--- src/rtl/key_matrix_scan_pkg.sv ---
// Shared constants, types and helpers for the 5x5 key matrix scanner.
package key_matrix_scan_pkg;

    localparam int KEY_W = 5;            // key index width
    localparam int KEY_N = 25;           // number of keys
    localparam int DIM   = 5;            // matrix dimension (rows = columns)
    localparam int EV_W  = KEY_W + 1;    // event record width

    typedef enum logic {
        ST_DRIVE  = 1'b0,
        ST_UPDATE = 1'b1
    } scan_state_e;

    // Event record, press flag above the key code.
    typedef struct packed {
        logic             press;
        logic [KEY_W-1:0] code;
    } key_event_t;

    // Active-low one-hot column drive pattern for a column index.
    function automatic logic [DIM-1:0] col_drive(input logic [2:0] col);
        col_drive = ~({{(DIM-1){1'b0}}, 1'b1} << col);
    endfunction

endpackage

--- src/rtl/key_event_fifo.sv ---
// Four-entry first-word-fall-through event FIFO with sticky overflow flag.
module key_event_fifo
    import key_matrix_scan_pkg::*;
(
    input  logic       clk,
    input  logic       rst_n,
    input  logic       push_i,
    input  key_event_t push_data_i,
    input  logic       pop_i,
    input  logic       ovf_clr_i,
    output logic       valid_o,
    output key_event_t head_o,
    output logic       ovf_o
);

    key_event_t [3:0] mem_q;
    logic [1:0]       wr_ptr_q;
    logic [1:0]       rd_ptr_q;
    logic [2:0]       count_q;
    logic             ovf_q;

    logic full_s;
    logic empty_s;
    logic pop_s;
    logic wr_s;
    logic drop_s;

    // Pop only when data exists; a push into a full FIFO succeeds only if a pop frees a slot.
    always_comb begin
        full_s  = (count_q == 3'd4);
        empty_s = (count_q == 3'd0);
        pop_s   = pop_i && !empty_s;
        wr_s    = push_i && (!full_s || pop_s);
        drop_s  = push_i && full_s && !pop_s;
    end

    // Storage, pointers, occupancy and sticky overflow (clear has priority over set).
    always_ff @(posedge clk or negedge rst_n) begin
        if (!rst_n) begin
            mem_q    <= '0;
            wr_ptr_q <= 2'd0;
            rd_ptr_q <= 2'd0;
            count_q  <= 3'd0;
            ovf_q    <= 1'b0;
        end else begin
            if (wr_s) begin
                mem_q[wr_ptr_q] <= push_data_i;
                wr_ptr_q        <= wr_ptr_q + 2'd1;
            end
            if (pop_s) begin
                rd_ptr_q <= rd_ptr_q + 2'd1;
            end
            case ({wr_s, pop_s})
                2'b10:   count_q <= count_q + 3'd1;
                2'b01:   count_q <= count_q - 3'd1;
                default: count_q <= count_q;
            endcase
            if (ovf_clr_i) begin
                ovf_q <= 1'b0;
            end else if (drop_s) begin
                ovf_q <= 1'b1;
            end
        end
    end

    // Head of queue is presented as soon as it exists; zero when empty.
    always_comb begin
        valid_o = !empty_s;
        ovf_o   = ovf_q;
        if (empty_s) begin
            head_o = '0;
        end else begin
            head_o = mem_q[rd_ptr_q];
        end
    end

endmodule

--- src/rtl/key_matrix_scan.sv ---
// 5x5 key matrix scanner: column drive, row sampling, per-key debounce, event queue.
module key_matrix_scan
    import key_matrix_scan_pkg::*;
#(
    parameter int SCAN_DIV = 100000,
    parameter int DEB_N    = 4
) (
    input  logic             clk,
    input  logic             RSTN,
    output logic [DIM-1:0]   btn_x,
    input  logic [DIM-1:0]   btn_y,
    output logic [KEY_N-1:0] btn_state,
    output logic [KEY_N-1:0] btn_pulse,
    output logic             ev_valid,
    output logic [KEY_W-1:0] ev_code,
    output logic             ev_press,
    input  logic             ev_ready,
    output logic             ev_ovf,
    input  logic             ovf_clr
);

    localparam int DW = $clog2(SCAN_DIV);
    localparam int CW = $clog2(DEB_N + 1);
    localparam logic [DW-1:0] DWELL_LAST = DW'(SCAN_DIV - 1);
    localparam logic [CW-1:0] DEB_LAST   = CW'(DEB_N - 1);

    logic                       run_q;
    logic [DIM-1:0]             sync1_q;
    logic [DIM-1:0]             sync2_q;
    scan_state_e                state_q;
    logic [DW-1:0]              dwell_q;
    logic [DIM-1:0]             raw_row_q;
    logic [2:0]                 row_q;
    logic [2:0]                 col_q;
    logic [DIM-1:0]             btn_x_q;
    logic [KEY_N-1:0]           btn_state_q;
    logic [KEY_N-1:0]           btn_pulse_q;
    logic [KEY_N-1:0][CW-1:0]   cnt_q;

    logic [KEY_W-1:0] key_idx_s;
    logic             raw_bit_s;
    logic             deb_bit_s;
    logic [CW-1:0]    cnt_cur_s;
    logic [CW-1:0]    cnt_d;
    logic             toggle_s;
    logic [2:0]       col_d;
    key_event_t       push_ev_s;
    key_event_t       head_s;

    // Release of reset is retimed so scanning starts cleanly on a clock edge.
    always_ff @(posedge clk or negedge RSTN) begin
        if (!RSTN) begin
            run_q <= 1'b0;
        end else begin
            run_q <= 1'b1;
        end
    end

    // Two-flop synchronizer for the asynchronous row inputs (idle = all high).
    always_ff @(posedge clk or negedge RSTN) begin
        if (!RSTN) begin
            sync1_q <= 5'b11111;
            sync2_q <= 5'b11111;
        end else begin
            sync1_q <= btn_y;
            sync2_q <= sync1_q;
        end
    end

    // Debounce decision for the key addressed by the current column and row.
    always_comb begin
        key_idx_s = ({2'b00, col_q} * 5'd5) + {2'b00, row_q};
        raw_bit_s = raw_row_q[row_q];
        deb_bit_s = btn_state_q[key_idx_s];
        cnt_cur_s = cnt_q[key_idx_s];
        cnt_d     = cnt_cur_s;
        toggle_s  = 1'b0;
        if (run_q && (state_q == ST_UPDATE)) begin
            if (raw_bit_s == deb_bit_s) begin
                cnt_d = '0;
            end else if (cnt_cur_s == DEB_LAST) begin
                cnt_d    = '0;
                toggle_s = 1'b1;
            end else begin
                cnt_d = cnt_cur_s + CW'(1);
            end
        end else begin
            cnt_d = cnt_cur_s;
        end
        col_d           = (col_q == 3'd4) ? 3'd0 : (col_q + 3'd1);
        push_ev_s.press = ~deb_bit_s;
        push_ev_s.code  = key_idx_s;
    end

    // Scan FSM: dwell on a column, latch rows, then update one key per cycle.
    always_ff @(posedge clk or negedge RSTN) begin
        if (!RSTN) begin
            state_q     <= ST_DRIVE;
            dwell_q     <= '0;
            raw_row_q   <= '0;
            row_q       <= 3'd0;
            col_q       <= 3'd0;
            btn_x_q     <= 5'b11110;
            btn_state_q <= '0;
            btn_pulse_q <= '0;
            cnt_q       <= '0;
        end else begin
            btn_pulse_q <= '0;
            if (run_q) begin
                case (state_q)
                    ST_DRIVE: begin
                        if (dwell_q == DWELL_LAST) begin
                            dwell_q   <= '0;
                            raw_row_q <= ~sync2_q;
                            row_q     <= 3'd0;
                            state_q   <= ST_UPDATE;
                        end else begin
                            dwell_q <= dwell_q + DW'(1);
                        end
                    end
                    ST_UPDATE: begin
                        cnt_q[key_idx_s] <= cnt_d;
                        if (toggle_s) begin
                            btn_state_q[key_idx_s] <= ~deb_bit_s;
                            btn_pulse_q[key_idx_s] <= ~deb_bit_s;
                        end
                        if (row_q == 3'd4) begin
                            row_q   <= 3'd0;
                            col_q   <= col_d;
                            btn_x_q <= col_drive(col_d);
                            state_q <= ST_DRIVE;
                        end else begin
                            row_q <= row_q + 3'd1;
                        end
                    end
                    default: begin
                        state_q <= ST_DRIVE;
                        dwell_q <= '0;
                        row_q   <= 3'd0;
                    end
                endcase
            end
        end
    end

    key_event_fifo u_fifo (
        .clk         (clk),
        .rst_n       (RSTN),
        .push_i      (toggle_s),
        .push_data_i (push_ev_s),
        .pop_i       (ev_ready),
        .ovf_clr_i   (ovf_clr),
        .valid_o     (ev_valid),
        .head_o      (head_s),
        .ovf_o       (ev_ovf)
    );

    assign btn_x     = btn_x_q;
    assign btn_state = btn_state_q;
    assign btn_pulse = btn_pulse_q;
    assign ev_code   = head_s.code;
    assign ev_press  = head_s.press;

endmodule

--- config.mk ---
export PLATFORM = sky130hd
export DESIGN_NAME = key_matrix_scan
export DESIGN_NICKNAME = d
export VERILOG_FILES = /design/src/rtl/key_matrix_scan_pkg.sv /design/src/rtl/key_event_fifo.sv /design/src/rtl/key_matrix_scan.sv
export SDC_FILE = /design/constraint.sdc
export NUM_CORES = 1
export LEC_CHECK = 0
export CELL_PAD_IN_SITES_DETAIL_PLACEMENT = 1
export CELL_PAD_IN_SITES_GLOBAL_PLACEMENT = 1
export CORE_UTILIZATION = 50
export CTS_CLUSTER_DIAMETER = 100
export DETAILED_ROUTE_END_ITERATION = 16
export PLACE_DENSITY_LB_ADDON = 0.15
export SETUP_SLACK_MARGIN = 0.05
export SLEW_MARGIN = 20
export SYNTH_ARGS = -nofsm -noshare
export SYNTH_HDL_FRONTEND = slang
export SYNTH_SLANG_ARGS = --single-unit
--- constraint.sdc ---
create_clock -name clk -period 8 [get_ports clk]
set_input_delay 2 -clock clk [delete_from_list [all_inputs] [get_ports clk]]
set_output_delay 2 -clock clk [all_outputs]
set_load 0.005 [all_outputs]
# ---- Word-level counts from Yosys, hierarchy flattened
# Index checks and enable logic that the tools add are counted.
dict set report word_totals {
  regBits 202
  input_bits 9
  output_inout_bits 63
}
dict set report classes {
  n_addsub 9
  mul 1
  magnitude_cmp 6
  n_eq_ne 9
  n_shift 1
  muxes 38
  bitwise_logic 5
  n_reduce_logical 20
}
# cell count
set op_table {}
lappend op_table {{$bwmux 75} 1}
lappend op_table {{$mux 25} 3}
lappend op_table {{$and 25x25->25} 1}
lappend op_table {{$bwmux 25} 1}
lappend op_table {{$bwmux 24} 1}
lappend op_table {{$mux 3} 8}
lappend op_table {{$mux 6} 3}
lappend op_table {{$add 17x1->17 const B} 1}
lappend op_table {{$eq 17x17->1 const B} 1}
lappend op_table {{$mux 17} 1}
lappend op_table {{$bmux 3 s5} 1}
lappend op_table {{$demux 3 s5} 1}
lappend op_table {{$add 3x1->3 const B} 4}
lappend op_table {{$bmux 6 s2} 1}
lappend op_table {{$demux 6 s2} 1}
lappend op_table {{$pmux 3 s2} 2}
lappend op_table {{$mux 1} 10}
lappend op_table {{$not 5->5} 2}
lappend op_table {{$eq 3x3->1 const B} 3}
lappend op_table {{$reduce_and 3->1} 3}
lappend op_table {{$logic_and 1x1->1} 7}
lappend op_table {{$lt 2x3->1 const B} 2}
lappend op_table {{$lt 5x6->1 const B} 1}
lappend op_table {{$reduce_and 2->1} 3}
lappend op_table {{22 further kinds} 27}

# ---- Logic depth before layout (Yosys ltp)
dict set report depth {
  ltp_word 12
  mapped_depth 22
  mapped_depth_nobuf 19
}

# ---- By module
# From an unflattened synthesis, not the netlist that was laid out.
dict set report hier_totals {
  hier_cells 861
  hier_area_um2 9318.9
}
# mod n_inst cells_per_inst area_each_um2 seq_area_each_um2
set by_module_without_submodules {}
lappend by_module_without_submodules {key_matrix_scan 1 755 7793.7 4271.6}
lappend by_module_without_submodules {key_event_fifo 1 106 1525.2 800.8}

# ---- Least setup slack after synthesis
# OpenSTA, ideal clock, no wires.
dict set report synth_path {
  kind {register to register}
  startpoint {register col_q[0]}
  endpoint {register u_fifo.count_q[2]}
  setup_time_ns 0.125
  arrival_ns 4.795
  setup_slack_ns 3.079
  path_stages_with_launch 23
  synth_period_minus_slack_ns 4.921
  path_cell_list {dfrtp_1 ha_1 ha_1 fa_1 buf_4 buf_2 buf_2 clkbuf_1 mux4_2 nor2_1 a21oi_1 ha_1 and3_1 clkbuf_1 nand3_1 nor2_2 inv_1 ha_1 inv_1 fa_1 xor2_1 nor2_1 xor2_1}
}
dict set report synth_between {
  elab_chain_cells 11
  word_cells_on_any_way 16
  classes_between {1 x add/sub; 1 x mul; 4 x eq/ne; 8 x mux; 2 x reduce/logical}
}
# element line
set synth_rtl {}
lappend synth_rtl {{start: declaration} key_matrix_scan.sv:34} ;# logic [2:0] col_q;
lappend synth_rtl {{start signal: assignment} key_matrix_scan.sv:129} ;# col_q <= col_d;
lappend synth_rtl {{$mul 3x3->5 *} key_matrix_scan.sv:72} ;# key_idx_s = ({2'b00, col_q} * 5'd5) + {2'b00, row_q};
lappend synth_rtl {{$add 5x3->5 *} key_matrix_scan.sv:72}
lappend synth_rtl {{named net key_idx_s[2]} key_matrix_scan.sv:40} ;# logic [KEY_W-1:0] key_idx_s;
lappend synth_rtl {{$bmux 3 s5} key_matrix_scan.sv:75} ;# cnt_cur_s = cnt_q[key_idx_s];
lappend synth_rtl {{$mux 3 (implied by the code)} key_matrix_scan.sv:75}
lappend synth_rtl {{$eq 3x2->1} key_matrix_scan.sv:81} ;# end else if (cnt_cur_s == DEB_LAST) begin
lappend synth_rtl {{$mux 1} key_matrix_scan.sv:81}
lappend synth_rtl {{$mux 1 *} key_matrix_scan.sv:79} ;# if (raw_bit_s == deb_bit_s) begin
lappend synth_rtl {{$mux 1 *} key_matrix_scan.sv:78} ;# if (run_q && (state_q == ST_UPDATE)) begin
lappend synth_rtl {{$logic_and 1x1->1 *} key_event_fifo.sv:33} ;# wr_s = push_i && (!full_s || pop_s);
lappend synth_rtl {{$eq 2x1->1 or $eq 2x2->1 (tied branches)} key_event_fifo.sv:53} ;# case ({wr_s, pop_s})
lappend synth_rtl {{$pmux 3 s2 or $reduce_bool 2->1 (tied branches)} -}
lappend synth_rtl {{end signal: assignment} key_event_fifo.sv:54} ;# 2'b10: count_q <= count_q + 3'd1;
lappend synth_rtl {{end signal: assignment} key_event_fifo.sv:55} ;# 2'b01: count_q <= count_q - 3'd1;
lappend synth_rtl {{end signal: assignment} key_event_fifo.sv:56} ;# default: count_q <= count_q;
lappend synth_rtl {{end: declaration} key_event_fifo.sv:19} ;# logic [2:0] count_q;
# The timed path passes the listed nets; every way through them passes the cells marked *. The select of a mux whose other input is x is not followed.
# A chain may end at the register's enable or synchronous reset.

# ---- Worst setup path after layout
dict set report layout_path {
  startpoint {register col_q[2]}
  endpoint {register u_fifo.count_q[2]}
}
dict set report layout_between {
  elab_chain_cells 11
  word_cells_on_any_way 16
  classes_between {1 x add/sub; 1 x mul; 4 x eq/ne; 8 x mux; 2 x reduce/logical}
}
# element line
set layout_rtl {}
lappend layout_rtl {{$mul 3x3->5 *} key_matrix_scan.sv:72}
lappend layout_rtl {{$add 5x3->5 *} key_matrix_scan.sv:72}
lappend layout_rtl {{$bmux 3 s5} key_matrix_scan.sv:75}
lappend layout_rtl {{$mux 3 (implied by the code)} key_matrix_scan.sv:75}
lappend layout_rtl {{$eq 3x2->1} key_matrix_scan.sv:81}
lappend layout_rtl {{$mux 1} key_matrix_scan.sv:81}
lappend layout_rtl {{$mux 1 *} key_matrix_scan.sv:79}
lappend layout_rtl {{$mux 1 *} key_matrix_scan.sv:78}
lappend layout_rtl {{$logic_and 1x1->1 *} key_event_fifo.sv:33}
lappend layout_rtl {{$eq 2x1->1 or $eq 2x2->1 (tied branches)} key_event_fifo.sv:53}
lappend layout_rtl {{$pmux 3 s2 or $reduce_bool 2->1 (tied branches)} -}
# Mark *: on every way between the ends. The rest lies on a longest branch, timed or not. The select of a mux whose other input is x is not followed.

==> metrics.txt <==
setup ws final=2265 ps; Global Route Usage Sum=28.06%; Clock Tree Buf Depth=3; # IOs=72; hold wc startpoint=sync1_q[3]$_DFF_PN1_; postcts setup bufs=0; # resized after CTS=0; detailed-route wire length=25950 um; Fillers=1948; placed cells=roughly 1100; met2 usage=47.16%; Setup Total Neg Slack=0 ps; Tmin final=around 5700 ps; area of the multi-input gates=0.004169 mm2; Final ANT Viol Nets=0; First-pass DRT Iterations=5; Yosys Warn Count=0; status=completed; die height=139.8 um; Mapped Cells=874; Fin. Hold Viols=0; largest net degree at the start of global routing=around 130; drt drc=0; GR Layer Usage met3=between 3 and 4%; Initial Util=slightly above 50%; first-pass GRT wire length=43390 um; htree depth=1; main combinational cell family by area after synthesis=simple AND/OR/NAND/NOR gates; Core ar.=roughly 0.019 mm2; Final Cycle Share=71.68%; RePlAce Congestion=0.8603; Post-Synth XOR/XNOR Area=2.305%; vias in the first global route=7979; clock root buffer=clkbuf_16; Worst Setup SP=col_q[2]$_DFFE_PN0P_; area grow syn2layout=17.49%; Slew HR=between 30 and 40%; port bufs=71; busiest grt layer=met2; final setup violating endpoints=0; vias post-DR=7189; Die X-Extent=about 140 um; Post-Synth Adder-Cell Area=2.924%; cts bufs inserted=24; Worst VDD drop=~0.15 mV; Synth Area in Simple Gates=between 10% and 20%; initial antenna violation count=0; Sink Count=around 200; Syn Nets=904; share of layout cells above drive strength 1=11.55%; Die Area=slightly below 0.02 mm2; final std cells w/o fill=1186; hold crit path type=reg2reg; final hold slack=358.2 ps; GR Layer Usage met1=37.76%; Compound-Gate Fraction of Synth Area=10.73%; max-slew violation count=0; unrepaired setup endpoints after global routing=false; r2r startpoint=col_q[2]$_DFFE_PN0P_; Final Skew=13.69 ps; Hold Buf Count CTS=0; Avg Cell Area, Syn=10.87 um2; DP HPWL=17740 um; ant diodes=0; multiplexer area fraction after synthesis=a little under an eighth; row cnt=50; Post-synth ARST share=100.0%; Seq cells post-synth=just over 200; EDFF count, synth=0; Worst EP required=8410 ps; area of the mapped netlist=0.009499 mm2; Worst setup SP type=flip-flop; fmax=between 0.15 and 0.2 GHz; Top FF cell, synth=dfrtp_1; CP max FO=26; pwr/cell area=just over 200 mW/mm2; Leak Pwr=approximately 4.7 nW; Clock Latency Late Sink=510 ps; pre-CTS setup slack=approximately 2300 ps; area of all sequential standard cells=approximately 0.0051 mm2; initial drt markers=521; grt total ovfl=0; critical path class=reg2reg; Synth cell types=55; CP endpoint kind=flip-flop; register area share after synthesis=between 50% and 60%; wire per inst=21.88 um; Crit path arrival time=6150 ps; actual slew at the worst max-slew pin=1039 ps; Clock transition at path regs=60 ps; via/cell ratio=roughly 6.1; CTS tree=built; Nets=slightly below 1000; MaxCap Viol Count=0; Final Util=59.87%
==> sequential cells by signal, indices dropped and copies added, names as in the netlist <==
| register | count |
|---|---|
| btn_pulse | 25 |
| btn_state | 25 |
| btn_x | 5 |
| cnt_q | 75 |
| col_q | 3 |
| dwell_q | 17 |
| raw_row_q | 5 |
| row_q | 3 |
| run_q | 1 |
| state_q | 1 |
| sync1_q | 5 |
| sync2_q | 5 |
| u_fifo.count_q | 3 |
| u_fifo.mem_q | 24 |
| u_fifo.ovf_o | 1 |
| u_fifo.rd_ptr_q | 2 |
| u_fifo.wr_ptr_q | 2 |
==> cells in the mapped netlist, types with 6 or more instances <==
master	instances	area share, %
a21oi_1	17	0.90
and2_1	10	0.66
and3_1	10	0.66
buf_2	10	0.53
clkbuf_1	25	0.99
dfrtp_1	188	50
dfstp_2	14	3.9
ha_1	19	2.5
inv_1	21	0.83
mux2_1	20	2.4
mux2_2	10	1.2
mux2i_1	18	1.9
mux4_2	26	6.2
nand2_1	131	5.2
nand3_1	35	1.8
nand4_1	16	1.1
nor2_1	56	2.2
nor3_1	15	0.79
nor4_1	6	0.40
o21ai_0	108	5.7
o31ai_1	29	2.3
xnor2_1	14	1.3
xor2_1	11	1.0
==> worst max-delay path: stages (launching register included) <==
cell and delay [ps]:
dfrtp_1 510, ha_1 250, ha_1 270, ha_1 360, a21oi_1 330, nand3_1 220
nand2_1 740, mux2_2 430, a2111o_1 420, ha_1 240, and3_1 410, nand3_1 180
nor2_2 70, inv_1 70, ha_1 170, inv_1 60, fa_1 390, xor2_1 150
nor2_1 130, xor2_1 200
==> routing by layer <==
layer	vias to the layer above	wire [um]
met1	3658	11250
li1	3237	-
met2	248	12850
met3	46	1231
met5	-	0
met4	0	614
==> metrics by stage <==
stage	power (W)	area, um2
floorplan	0.001177	9499
global placement	0.001220	10380
detailed placement	0.001235	10380
CTS	0.002306	11160
global route	0.002366	11160
finish	0.002280	11160
==> cells in the final DEF, fill, tap and decap left out, types with 4 or more instances in the layout <==
cell	synthesis	layout
nor2_4	5	5
nand2_1	131	131
nand4_1	16	16
xor2_1	11	11
clkbuf_1	25	8
buf_4	2	7
nor2_1	56	56
ha_1	19	18
o31ai_1	29	29
nor3_1	15	15
and2_1	10	10
clkbuf_8	0	6
xnor2_1	14	14
clkdlybuf4s50_1	0	70
mux2_2	10	10
dfrtp_1	188	188
clkbuf_16	0	25
nand3_1	35	35
mux2_1	20	20
a41oi_1	5	5
mux2i_1	18	18
a21oi_1	17	17
mux4_2	26	26
nand4_4	4	4
or3_1	5	5
o21ai_0	108	108
and3_1	10	10
nor4_1	6	6
dfstp_2	14	14
inv_1	21	21
==> report_power, final <==
part / total [W] / internal [W] / switching (W)
logic: 0.000114 / 0.0000518 / 0.0000624
clock network: 0.00107 / 0.000652 / 0.000415
registers: 0.00110 / 0.00105 / 0.0000466
==> worst paths after layout <==
| check | cells after the start | slack [ps] | to |
|---|---|---|---|
| hold reg to reg | 0 | 360 | sync2_q[3]$_DFF_PN1_ |
| setup / recovery | 19 | 2270 | u_fifo.count_q[2]$_DFFE_PN0P_ |
| hold / removal | 0 | 360 | sync2_q[3]$_DFF_PN1_ |
| setup reg to reg | 19 | 2270 | u_fifo.count_q[2]$_DFFE_PN0P_ |
| max in group asynchronous | 2 | 4740 | cnt_q[10]$_DFFE_PN0P_ |
| min in group asynchronous | 1 | 1580 | btn_pulse[17]$_DFF_PN0_ |
==> area by class of cell <==
| class | count | share of cell area [%] |
|---|---|---|
| flip-flops and latches | 202 | 45.45 |
| multi-input cells | 608 | 37.35 |
| repair buffers | 78 | 6.872 |
| clock buffers | 38 | 6.491 |
| well taps | 234 | 2.623 |
| inverters | 21 | 0.7063 |
| clock inverters | 5 | 0.5045 |
==> logic make-up after synthesis <==
group,count (synthesis)
buffers and inverters,64
multiplexers,74
XOR/XNOR,25
AND/OR/NAND/NOR,311
adder cells (fa/ha/maj),21
flip-flops,202
AO/OA/AOI/OAI,176
other,1
No activity file was read; power rests on OpenSTA's default activity.
